===== config.mk =====
export PLATFORM = sky130hd
export DESIGN_NAME = bcd_serial_subtractor_flat
export DESIGN_NICKNAME = d
export VERILOG_FILES = /design/src/rtl/bcd_serial_subtractor_pkg.sv /design/src/rtl/bcd_serial_subtractor_if.sv /design/src/rtl/bcd_serial_subtractor_digit_sub.sv /design/src/rtl/bcd_serial_subtractor.sv /design/src/flat_wrapper.sv
export SDC_FILE = /design/constraint.sdc
export NUM_CORES = 1
export LEC_CHECK = 0
export CAP_MARGIN = 20
export CORE_AREA = 5 5 66 98
export CTS_CLUSTER_SIZE = 12
export DETAILED_ROUTE_END_ITERATION = 10
export DIE_AREA = 0 0 71 103
export PLACE_DENSITY = 0.78
export RECOVER_POWER = 100
export SYNTH_ARGS = -nofsm -noshare
export SYNTH_HDL_FRONTEND = slang
export SYNTH_SLANG_ARGS = --single-unit

===== constraint.sdc =====
create_clock -name clk -period 3.8 [get_ports clk]
set_clock_uncertainty 0.2 [all_clocks]
set_input_delay 0.57 -clock clk [delete_from_list [all_inputs] [get_ports clk]]
set_output_delay 0.57 -clock clk [all_outputs]
set_load 0.01 [all_outputs]

===== src/rtl/bcd_serial_subtractor_pkg.sv =====
// Shared types and helpers for the digit-serial packed-BCD subtractor.
package bcd_serial_subtractor_pkg;

  localparam int unsigned DIGIT_W = 4;
  localparam logic [DIGIT_W-1:0] BCD_MAX = 4'd9;

  typedef enum logic [1:0] {
    IDLE,
    RUN,
    FIN
  } state_t;

  function automatic logic is_bcd_digit(input logic [DIGIT_W-1:0] dig);
    return dig <= BCD_MAX;
  endfunction

endpackage


===== src/rtl/bcd_serial_subtractor_if.sv =====
// Request/result bundle of the serial BCD subtractor; master drives operands.
interface bcd_serial_subtractor_if
  import bcd_serial_subtractor_pkg::*;
#(
  parameter int unsigned DIGITS = 4
);
  logic                      start;
  logic [DIGIT_W*DIGITS-1:0] a;
  logic [DIGIT_W*DIGITS-1:0] b;
  logic                      bi;
  logic                      ready;
  logic                      busy;
  logic                      done;
  logic [DIGIT_W*DIGITS-1:0] d;
  logic                      bo;
  logic                      err;

  modport master (
    output start, a, b, bi,
    input  ready, busy, done, d, bo, err
  );

  modport slave (
    input  start, a, b, bi,
    output ready, busy, done, d, bo, err
  );
endinterface


===== src/rtl/bcd_serial_subtractor_digit_sub.sv =====
// One ten's-complement BCD digit step: a + (9 - b) + ci, folded back into 0..9.
module bcd_digit_sub
  import bcd_serial_subtractor_pkg::*;
(
  input  logic [DIGIT_W-1:0] a,
  input  logic [DIGIT_W-1:0] b,
  input  logic               ci,
  output logic [DIGIT_W-1:0] d,
  output logic               co
);
  logic [DIGIT_W:0] t;

  always_comb begin
    t  = {1'b0, a} + ({1'b0, BCD_MAX} - {1'b0, b}) + {{DIGIT_W{1'b0}}, ci};
    co = t > {1'b0, BCD_MAX};
    d  = co ? DIGIT_W'(t - 5'd10) : t[DIGIT_W-1:0];
  end
endmodule


===== src/rtl/bcd_serial_subtractor.sv =====
// Packed-BCD subtractor D = A - B - Bi, one digit per clock, LSD first.
module bcd_serial_subtractor
  import bcd_serial_subtractor_pkg::*;
#(
  parameter int unsigned DIGITS = 4
)(
  input  logic clk,
  input  logic rst_n,
  bcd_serial_subtractor_if.slave io
);
  localparam int unsigned W     = DIGIT_W * DIGITS;
  localparam int unsigned IDX_W = (DIGITS > 1) ? $clog2(DIGITS) : 1;
  localparam logic [IDX_W-1:0] LAST = IDX_W'(DIGITS - 1);

  state_t             state_q, state_d;
  logic [W-1:0]       a_q, b_q, d_q;
  logic [IDX_W-1:0]   idx_q;
  logic               c_q, bo_q, err_q;
  logic               bad, accept, last;
  logic [DIGIT_W-1:0] dig;
  logic               c_out;

  always_comb begin
    bad = 1'b0;
    for (int unsigned i = 0; i < DIGITS; i++) begin
      if (!is_bcd_digit(io.a[i*DIGIT_W +: DIGIT_W]) ||
          !is_bcd_digit(io.b[i*DIGIT_W +: DIGIT_W]))
        bad = 1'b1;
    end
  end

  assign accept = io.start && (state_q != RUN);
  assign last   = (idx_q == LAST);

  // Operands shift right each RUN cycle so the active digit is always at [3:0].
  bcd_digit_sub u_digit_sub (
    .a  (a_q[DIGIT_W-1:0]),
    .b  (b_q[DIGIT_W-1:0]),
    .ci (c_q),
    .d  (dig),
    .co (c_out)
  );

  always_comb begin
    state_d  = state_q;
    io.ready = 1'b0;
    io.busy  = 1'b0;
    io.done  = 1'b0;
    unique case (state_q)
      IDLE: begin
        io.ready = 1'b1;
        if (io.start) state_d = bad ? FIN : RUN;
      end
      RUN: begin
        io.busy = 1'b1;
        if (last) state_d = FIN;
      end
      FIN: begin
        io.ready = 1'b1;
        io.done  = 1'b1;
        state_d  = io.start ? (bad ? FIN : RUN) : IDLE;
      end
      default: state_d = IDLE;
    endcase
  end

  always_ff @(posedge clk or negedge rst_n) begin
    if (!rst_n) state_q <= IDLE;
    else        state_q <= state_d;
  end

  always_ff @(posedge clk or negedge rst_n) begin
    if (!rst_n) begin
      a_q   <= '0;
      b_q   <= '0;
      d_q   <= '0;
      idx_q <= '0;
      c_q   <= 1'b0;
      bo_q  <= 1'b0;
      err_q <= 1'b0;
    end else if (accept) begin
      a_q   <= io.a;
      b_q   <= io.b;
      d_q   <= '0;
      idx_q <= '0;
      c_q   <= ~io.bi;
      bo_q  <= 1'b0;
      err_q <= bad;
    end else if (state_q == RUN) begin
      a_q                         <= a_q >> DIGIT_W;
      b_q                         <= b_q >> DIGIT_W;
      d_q[idx_q*DIGIT_W +: DIGIT_W] <= dig;
      c_q                         <= c_out;
      idx_q                       <= idx_q + 1'b1;
      if (last) bo_q <= ~c_out;
    end
  end

  assign io.d   = d_q;
  assign io.bo  = bo_q;
  assign io.err = err_q;
endmodule

===== src/flat_wrapper.sv =====
// flat-port wrapper written by rule: the top's interface ports become plain ports
module bcd_serial_subtractor_flat import bcd_serial_subtractor_pkg::*;
#(
  parameter int unsigned DIGITS = 4
)
  (clk, rst_n, io_start, io_a, io_b, io_bi, io_ready, io_busy, io_done, io_d, io_bo, io_err);
  bcd_serial_subtractor_if #(.DIGITS(DIGITS)) io_i ();
  input  logic clk;
  input  logic rst_n;
  input wire logic [$bits(io_i.start)-1:0] io_start;
  input wire logic [$bits(io_i.a)-1:0] io_a;
  input wire logic [$bits(io_i.b)-1:0] io_b;
  input wire logic [$bits(io_i.bi)-1:0] io_bi;
  output wire logic [$bits(io_i.ready)-1:0] io_ready;
  output wire logic [$bits(io_i.busy)-1:0] io_busy;
  output wire logic [$bits(io_i.done)-1:0] io_done;
  output wire logic [$bits(io_i.d)-1:0] io_d;
  output wire logic [$bits(io_i.bo)-1:0] io_bo;
  output wire logic [$bits(io_i.err)-1:0] io_err;
  assign io_i.start = io_start;
  assign io_i.a = io_a;
  assign io_i.b = io_b;
  assign io_i.bi = io_bi;
  assign io_ready = io_i.ready;
  assign io_busy = io_i.busy;
  assign io_done = io_i.done;
  assign io_d = io_i.d;
  assign io_bo = io_i.bo;
  assign io_err = io_i.err;
  bcd_serial_subtractor #(.DIGITS(DIGITS)) u_core (.clk(clk), .rst_n(rst_n), .io(io_i));
endmodule

# Word-level counts from Yosys, hierarchy flattened
# Cells that the tools add are included.
dict set report totals {
  reg_bits 55
  latch_bits 0
  mem_bits_rw 0
  rom_bits 0
  inputBits 36
  out_inout_bits 21
  elab_cells 79
  mem_count 0
}
dict set report op_classes {
  addsub 6
  multipliers 0
  n_div 0
  order_cmp 9
  eq_ne 6
  n_shift 2
  n_mux 27
  bitwise 2
  n_reduce_logical 19
}
# op count
set ops {}
lappend ops {{2-to-1 mux 16 bit} 6}
lappend ops {{negation 4 -> 34 bit} 1}
lappend ops {{variable shift 4 x 34 -> 16 bit, first input constant} 1}
lappend ops {{indexed part select 4 x 34 -> 16 bit} 1}
lappend ops {{less-or-equal comparator 4 bit, second input constant} 8}
lappend ops {{bitwise mux 16 bit} 1}
lappend ops {{2-to-1 mux 1 bit} 12}
lappend ops {{2-to-1 mux 2 bit} 6}
lappend ops {{zero test 1 bit} 8}
lappend ops {{case mux 2 bit (3 select lines)} 1}
lappend ops {{adder 4 x 5 -> 5 bit} 1}
lappend ops {{adder 5 x 1 -> 5 bit} 1}
lappend ops {{> comparator 5 x 4 -> 1 bit, second input constant} 1}
lappend ops {{subtractor 4 x 4 -> 5 bit, first input constant} 1}
lappend ops {{equality test 2 bit, second input constant} 2}
lappend ops {{logical OR 1 bit} 4}
lappend ops {{2-to-1 mux 4 bit} 1}
lappend ops {{inequality test 2 x 1 -> 1 bit, second input constant} 2}
lappend ops {{AND reduction 2 bit} 2}
lappend ops {{nonzero test 2 bit} 2}
lappend ops {{subtractor 4 bit, second input constant} 1}
lappend ops {{adder 2 x 1 -> 2 bit, second input constant} 1}
lappend ops {{equality test 2 x 1 -> 1 bit, second input constant} 1}
lappend ops {{zero test 2 bit} 1}
lappend ops {{4 further kinds} 5}

# Longest topological paths before layout
# Gate-level depths: netlist of run 1.
dict set report logic_depth {
  word_depth 10
  depth_mapped 11
  mapped_depth_nobuf 11
}

# By module
# A second synthesis of run 1 with hierarchy kept.
dict set report hier_totals {
  hier_cells 267
  area_unflattened_um2 2900.3
}
# module n_inst cells_per_inst area_per_inst_um2 seq_area_each_um2
set modules_own_cells {}
lappend modules_own_cells {bcd_serial_subtractor 1 222 2537.4 1376.3}
lappend modules_own_cells {bcd_digit_sub 1 45 362.8 0.0}

# Worst setup path before layout of run 1
# Ideal clock, no wire load.
dict set report synth_path {
  path_kind {reg2reg}
  from {register u_core.c_q}
  to {register u_core.d_q[14], in the netlist u_core.io.d[14]}
  setup_ns 0.121
  arrival_ns 2.385
  t_required_ns 3.479
  setup_slack_ns 1.094
  path_stages_with_launch 12
  path_buffers 0
  period_less_slack_ns 2.706
  path_cell_list {dfrtp_1 -> inv_1 -> fa_1 -> inv_1 -> ha_1 -> fa_1 -> inv_1 -> ha_1 -> a21oi_1 -> a2bb2o_4 -> mux2i_2 -> a22o_1}
}
dict set report synth_via {
  elab_chain_cells 7
  elab_cells_between_ends 8
  cone_classes {2 x add/sub; 1 x order compare; 1 x shift; 4 x mux}
}
# item line
set synth_lines {}
lappend synth_lines {{start, declared} bcd_serial_subtractor.sv:18} ;# logic c_q, bo_q, err_q;
lappend synth_lines {{start signal, assigned} bcd_serial_subtractor.sv:86} ;# c_q <= ~io.bi;
lappend synth_lines {{start signal, assigned} bcd_serial_subtractor.sv:93} ;# c_q <= c_out;
lappend synth_lines {{adder 5 x 1 -> 5 bit (*)} bcd_serial_subtractor_digit_sub.sv:14} ;# t = {1'b0, a} + ({1'b0, BCD_MAX} - {1'b0, b}) + {{DIGIT_W{1'b0}}, ci};
lappend synth_lines {{subtractor 4 bit / > comparator 5 x 4 -> 1 bit (equally long branches)} {bcd_serial_subtractor_digit_sub.sv:16, bcd_serial_subtractor_digit_sub.sv:15}}
lappend synth_lines {{2-to-1 mux 4 bit (*)} bcd_serial_subtractor_digit_sub.sv:16} ;# d = co ? DIGIT_W'(t - 5'd10) : t[DIGIT_W-1:0];
lappend synth_lines {{indexed part select 4 x 34 -> 16 bit (*)} bcd_serial_subtractor.sv:92} ;# d_q[idx_q*DIGIT_W +: DIGIT_W] <= dig;
lappend synth_lines {{bitwise mux 16 bit (*)} bcd_serial_subtractor.sv:92}
lappend synth_lines {{2-to-1 mux 16 bit (*)} bcd_serial_subtractor.sv:89} ;# end else if (state_q == RUN) begin
lappend synth_lines {{2-to-1 mux 16 bit (*)} bcd_serial_subtractor.sv:81} ;# end else if (accept) begin
lappend synth_lines {{end signal, assigned by index} bcd_serial_subtractor.sv:92}
lappend synth_lines {{end, declared} bcd_serial_subtractor.sv:16} ;# logic [W-1:0] a_q, b_q, d_q;
# Every way passes the cells marked *; elsewhere a longest branch is shown, timed or not. The select of a mux whose other input is x is not followed.
# A chain may end at the register's enable or synchronous reset.

# Final worst setup path of run 1
dict set report layout_path {
  from {register u_core.state_q[0]}
  to {register u_core.d_q[13], in the netlist u_core.io.d[13]}
}
dict set report layout_via {
  elab_chain_cells 3
  elab_cells_between_ends 5
  cone_classes {2 x eq/ne; 1 x mux; 2 x reduce/logical}
}
# item line
set layout_lines {}
lappend layout_lines {{start, declared} bcd_serial_subtractor.sv:15} ;# state_t state_q, state_d;
lappend layout_lines {{start signal, assigned} bcd_serial_subtractor.sv:69} ;# else state_q <= state_d;
lappend layout_lines {{inequality test 2 x 1 -> 1 bit} bcd_serial_subtractor.sv:32} ;# assign accept = io.start && (state_q != RUN);
lappend layout_lines {{logical AND 1 bit} bcd_serial_subtractor.sv:32}
lappend layout_lines {{2-to-1 mux 16 bit / nonzero test 2 bit (equally long branches)} -}
# Parallel ways exist; a longest one is shown, timed or not.

==> results.yml, run 1 <==
run_status:
  status: "finished with violations"
  violations: "capacitance limit, slew limit"
floorplan:
  die_x_um: 71
  dieArea_sq_um: 7310
  ios: 57
  core_area_sq_um: 5620
  die_h_um: 103
  initial_core_util_pct: 48.9
  num_rows: 34
global_routing:
  grt_pass1_wl_mm: 9.62
  grt_pass1_vias: 2093
  overflow: 0
  grt_max_degree: 55
  gr-usage-all-layers_pct: 16.7
  antenna_found_initial: 0
synthesis:
  ys_seq_area_share_pct: 50.2
  synth_simple_gate_area_share_pct: 11.7
  synthTopCellsByArea: "dfrtp_1, mux2i_1, a21oi_1"
  yosysTopAreaCellShare_pct: 50.2
  syn_inst: 269
  syn-num-nets: 318
  synth_top_cell_by_area: "dfrtp_1"
  syn_area_sq_um: 2740
  synth_top_family_by_area: "compound AO/OA/AOI/OAI gates"
  synth_cell_type_count: 37
  synth_seq_cells: 55
  synthXorXnorAreaFrac_pct: 0.912
  synthAdderAreaFrac_pct: 6.48
  synth_mux_area_share_pct: 12.2
  synth-compound-area-share_pct: 14.2
  ys.warnings.count: 0
  avgSynthCellArea_sq_um: 10.2
drt:
  drt-vias-per-instance: 5.41
  drc: 0
  ant_nets: 0
  drt_pre_antenna_iters: 4
  finalWirelength_mm: 5.90
  drtIter0Drc: 74
  vias: 2138
  wire_per_inst_um: 14.9
timing:
  setup_viol: 0
  finalHoldViolCount: 0
  post-route-period-util_pct: 83.5
  worst_pin_slew_ns: 2.05
  tns_ns: 0
  final.min_clock_period_ns: 3.17
  max-slew-margin-rel_pct: -36.9
  rsz0062_at_grt: "no"
  drv_slew: 116
  fmax_mhz: 315
cts:
  cts_hold_buf: 0
  postCtsSetupBuffers: 0
  cts_buffers: 5
  clkTransAtPathRegs_ns: 0.10
  clockRootBuffer: "clkbuf_8"
  cts_resized: 0
  cts_tree: "built"
  cts_buffer_depth: 2
  clock-sinks: 55
  htree_levels: 2
  clk_latency_ns: 0.32
placement:
  globalplace.congestion: 0.824
  hpwl_mm: 4.58
  numPortBuffers: 56
  dp_cells: 387
min_path:
  hold_class: "reg2reg"
finish:
  final_cells: 395
  syn2layout_area_growth_pct: 25.0
  layout_commonest_cell: "dfrtp_1"
  n_antenna_cell: 0
  nets: 371
  drive_gt1_share_pct: 4.33
  layout_common_cells: "dfrtp_1, nor2_1, a21oi_1, clkdlybuf4s50_1, mux2i_1"
  final_util_pct: 61.1
setup_path:
  worst_setup_path_start_kind: "flip-flop"
  worstPathRequired_ns: 3.82
  path_max_fanout: 54
  arrival_ns: 3.19
  path_class: "reg2reg"
  setup.worst_path.end_class: "flip-flop"
  reg2reg_setup_slack_ns: 0.63
run:
  drv_cap: 3
power:
  power_w: 0.00138
  p_per_area_nw_per_um2: 403
  vdd_drop_max_mv: 0.368
  leakage_nw: 1.62
==> registers in the layout, indices dropped and copies added (netlist names) <==
register        cells
u_core.a_q         16
u_core.idx_q        2
u_core.state_q      2
u_core.io.bo        1
u_core.c_q          1
u_core.b_q         16
u_core.io.err       1
u_core.io.d        16
==> logic make-up after synthesis <==
| logic type | Yosys count |
|---|---|
| buffers and inverters | 30 |
| muxes | 33 |
| AOI/OAI and AO/OA | 66 |
| xor gates and xnor gates | 2 |
| adders and majority gates | 13 |
| and+or+nand+nor | 70 |
| DFF | 55 |
==> layout make-up <==
| cell class | count | area, sq um |
|---|---|---|
| clock inverter | 1 | 8.76 |
| inverter | 17 | 63.8 |
| fill | 514 | 2190 |
| clock buffer | 7 | 86.3 |
| tap | 72 | 90.1 |
| multi-input combinational | 184 | 1240 |
| sequential | 55 | 1380 |
| timing repair buffer | 59 | 559 |
==> where the power goes <==
part           total (W)  switching [W]  internal (W)
Clock           0.000345       0.000195      0.000150
Sequential      0.000655      0.0000257      0.000629
Combinational   0.000383       0.000203      0.000180
==> path summary, 6_finish.rpt <==
check                                        from               to  cells after the start
worst max-delay path            u_core.state_q[0]  u_core.io.d[13]                      5
worst min-delay path               u_core.io.d[7]   u_core.io.d[7]                      2
worst max register to register  u_core.state_q[0]  u_core.io.d[13]                      5
worst min register to register     u_core.io.d[7]   u_core.io.d[7]                      2
max in group asynchronous                   rst_n  u_core.io.d[15]                      2
min in group asynchronous                   rst_n    u_core.b_q[6]                      1
==> synthesized netlist by cell type <==
cell / n
a21oi_1: 32
a21oi_2: 1
a22o_1: 8
a2bb2o_4: 1
and2_1: 1
and3_1: 1
and3_4: 1
and4_1: 1
buf_1: 4
buf_2: 7
clkbuf_1: 2
dfrtp_1: 55
fa_1: 2
ha_1: 11
inv_1: 15
inv_2: 2
mux2i_1: 32
mux2i_2: 1
nand2_1: 15
nand2b_1: 1
nand3_1: 2
nand3b_1: 1
nand4_1: 3
nor2_1: 36
nor2b_1: 2
nor3_1: 1
nor4_1: 1
nor4b_1: 1
o21ai_0: 13
o21ai_1: 8
o22ai_1: 1
o311a_2: 1
o31ai_1: 1
or3_1: 1
or4_1: 2
xnor2_2: 1
xor2_1: 1
==> per-layer routing <==
metal  GRT usage, %  vias to the layer above  wire length (um)
li1               -                     1040                 -
met1           18.1                     1024              2260
met2           31.7                       60              3150
met3           3.61                       14               347
met4           6.22                        0               138
met5              0                        -                 0
==> critical path, stage by stage, from the launching register on <==
cell	delay [ns]
dfrtp_1	0.43
nand2b_2	0.09
clkbuf_1	1.46
and2_1	0.41
a21oi_1	0.17
a22o_1	0.30
==> stage by stage <==
step / instance area, sq um / setup slack (ns) / hold WS [ns]
floorplan: 2740 / 1.09 / 0.0744
global placement: 3350 / 0.989 / 0.269
detailed placement: 3350 / 0.883 / 0.275
CTS: 3450 / 0.858 / 0.129
global route: 3430 / 0.358 / 0.323
finish: 3430 / 0.628 / 0.279
Power figures use the tool's default switching activity.
==> run 2: changes to the inputs <==
--- a/config.mk
+++ b/config.mk
@@ -6,11 +6,11 @@
 export NUM_CORES = 1
 export LEC_CHECK = 0
 export CAP_MARGIN = 20
-export CORE_AREA = 5 5 66 98
+export CORE_AREA = 5 5 70 103
 export CTS_CLUSTER_SIZE = 12
 export DETAILED_ROUTE_END_ITERATION = 10
-export DIE_AREA = 0 0 71 103
-export PLACE_DENSITY = 0.78
+export DIE_AREA = 0 0 75 108
+export PLACE_DENSITY = 0.74
 export RECOVER_POWER = 100
 export SYNTH_ARGS = -nofsm -noshare
 export SYNTH_HDL_FRONTEND = slang
==> constraint.sdc (replaced) <==
create_clock -name clk -period 2.9 [get_ports clk]
set_clock_uncertainty 0.2 [all_clocks]
set_input_delay 0.435 -clock clk [delete_from_list [all_inputs] [get_ports clk]]
set_output_delay 0.435 -clock clk [all_outputs]
set_load 0.01 [all_outputs]
==> results.yml, run 2 (synthesized netlist as in run 1, its figures left out) <==
run_status:
  status: "finished, final reports clean"
floorplan:
  core_area_sq_um: 6170
  die_x_um: 75
  die_h_um: 108
  num_rows: 35
  initial_core_util_pct: 44.4
  ios: 57
  dieArea_sq_um: 8100
setup_path:
  max_stage_delay_ns: 0.53
  path_class: "reg2reg"
  worstPathRequired_ns: 2.92
  setup.worst_path.end_class: "flip-flop"
  crit_path_top_delay_cell: "fa_1"
  crit_chain: "ha_1, inv_1, ha_4, fa_1, inv_2, ha_4, or4_1, o311a_2, o21ai_0"
  path_max_fanout: 4
  arrival_ns: 2.85
  reg2reg_setup_slack_ns: 0.08
  worst_setup_path_start_kind: "flip-flop"
  r2r.worst_path.cells: 9
  cp_common_cell: "ha_4"
power:
  power_switching_share_pct: 31.3
  comb_power_share_pct: 32.0
  power.share.sequential_pct: 45.5
  p_per_area_nw_per_um2: 541
  power_w: 0.00189
  leakage_nw: 1.64
  vdd_drop_max_mv: 0.393
  p_int_w: 0.00130
  p_sw_w: 0.000590
  pwr-share-clk_pct: 22.6
cts:
  cts_buffers: 5
  clock-sinks: 55
  cts_buffer_depth: 2
  clk_latency_ns: 0.31
  clkTransAtPathRegs_ns: 0.10
  cts_hold_buf: 0
  cts_tree: "built"
  htree_levels: 2
  clockRootBuffer: "clkbuf_8"
drt:
  drt-vias-per-instance: 5.26
  drc: 0
  vias: 2097
  top_layer: "met4"
  ant_nets: 0
  finalWirelength_mm: 6.05
  drt_pre_antenna_iters: 4
  drtIter0Drc: 111
  wl_met2_mm: 3.19
  wl_met1_mm: 2.42
  met3WireLength_um: 297
  wire_per_inst_um: 15.2
min_path:
  whs_path_depth: 2
  hold_class: "reg2reg"
timing:
  fin_ws_ns: 0.0767
  post-route-period-util_pct: 97.4
  fmax_mhz: 354
  finalHoldViolCount: 0
  max-slew-margin-rel_pct: 12.6
  setup_viol: 0
  rsz0062_at_grt: "no"
  final.min_clock_period_ns: 2.82
  drv_slew: 0
  tns_ns: 0
  worst_pin_slew_ns: 1.31
global_routing:
  overflow: 0
  antenna_found_initial: 0
  grt_pass1_vias: 2096
  gr-usage-all-layers_pct: 15.6
  grt_pass1_wl_mm: 9.74
  grt_max_degree: 56
placement:
  dpl_cell_area_sq_um: 3350
  hpwl_mm: 4.56
  place_ws_ns: -0.0631
  globalplace.congestion: 0.751
  numPortBuffers: 56
finish:
  nets: 373
  fillCellCount: 554
  register_area_sq_um: 1380
  final_util_pct: 56.5
  multi_input_area_sq_um: 1290
  syn2layout_area_growth_pct: 27.2
  layout_commonest_cell: "dfrtp_1"
  layout_common_cells: "dfrtp_1, nor2_1, clkdlybuf4s50_1"
  n_antenna_cell: 0
  drive_gt1_share_pct: 8.00
  fin_area_sq_um: 3490
run:
  drv_cap: 0
run 2: changes by cell type in the layout (fill, tap and decap cells not counted), moves of 2 or more:
| cell | previous run | this run |
|---|---|---|
| buf_2 | 0 | 2 |
| clkbuf_2 | 0 | 2 |
| ha_4 | 0 | 2 |
| ha_1 | 11 | 9 |
| o21ai_0 | 21 | 19 |
| o21ai_1 | 0 | 2 |
| clkbuf_1 | 6 | 2 |
| buf_4 | 0 | 3 |
run 2: final timing paths:
check,start,endpoint
max in group asynchronous,rst_n,u_core.io.d[7]
min,u_core.io.d[3],u_core.io.d[3]
max reg2reg,u_core.b_q[1],u_core.io.d[7]
max,u_core.b_q[1],u_core.io.d[7]
min reg2reg,u_core.io.d[3],u_core.io.d[3]
min in group asynchronous,rst_n,u_core.a_q[12]
run 2: timing repair:
item                                    in CTS  in global routing
gates resized for setup                      5                  5
endpoints found under the setup margin       4                  9
buffers inserted                             1                  1
pin swaps                                    1                  2
run 2: worst max-delay path, delay by kind of cell (launching register included):
kind / cells / cell delay, ns
buffers and inverters: 2 / 0.13
adder cells (fa/ha/maj): 4 / 1.14
AND/OR/NAND/NOR: 1 / 0.53
AO/OA/AOI/OAI: 2 / 0.33
flip-flops: 1 / 0.40
run 2: final cells by class:
| cell class | count | share of cell area, % |
|---|---|---|
| Sequential cell | 55 | 39.4 |
| Timing Repair Buffer | 61 | 16.7 |
| Clock buffer | 7 | 2.19 |
| Multi-Input combinational cell | 184 | 37.0 |
| Clock inverter | 1 | 0.251 |
| Inverter | 17 | 1.83 |
| Tap cell | 74 | 2.65 |
run 2: power groups by stage:
stage | Sequential [W] | Combinational [W] | Clock (W)
2_1_floorplan | 0.000865 | 0.000354 | 0
3_3_place_gp | 0.000871 | 0.000489 | 0
3_5_place_dp | 0.000874 | 0.000511 | 0
4_1_cts | 0.000859 | 0.000567 | 0.000438
5_1_grt | 0.000867 | 0.000667 | 0.000469
6_report | 0.000859 | 0.000603 | 0.000426
run 2: per-stage QoR:
| step | cells | hold WS [ns] |
|---|---|---|
| finish | 399 | 0.279 |
| global placement | 389 | 0.269 |
| global route | 399 | 0.308 |
| floorplan | 269 | -0.0606 |
| detailed placement | 389 | 0.274 |
| CTS | 398 | 0.0650 |
run 2: metal layers:
metal,vias to the layer above,GRT usage [%]
met3,12,3.35
met2,57,27.2
met1,985,18.5
met4,0,5.60
met5,-,0
li1,1043,-
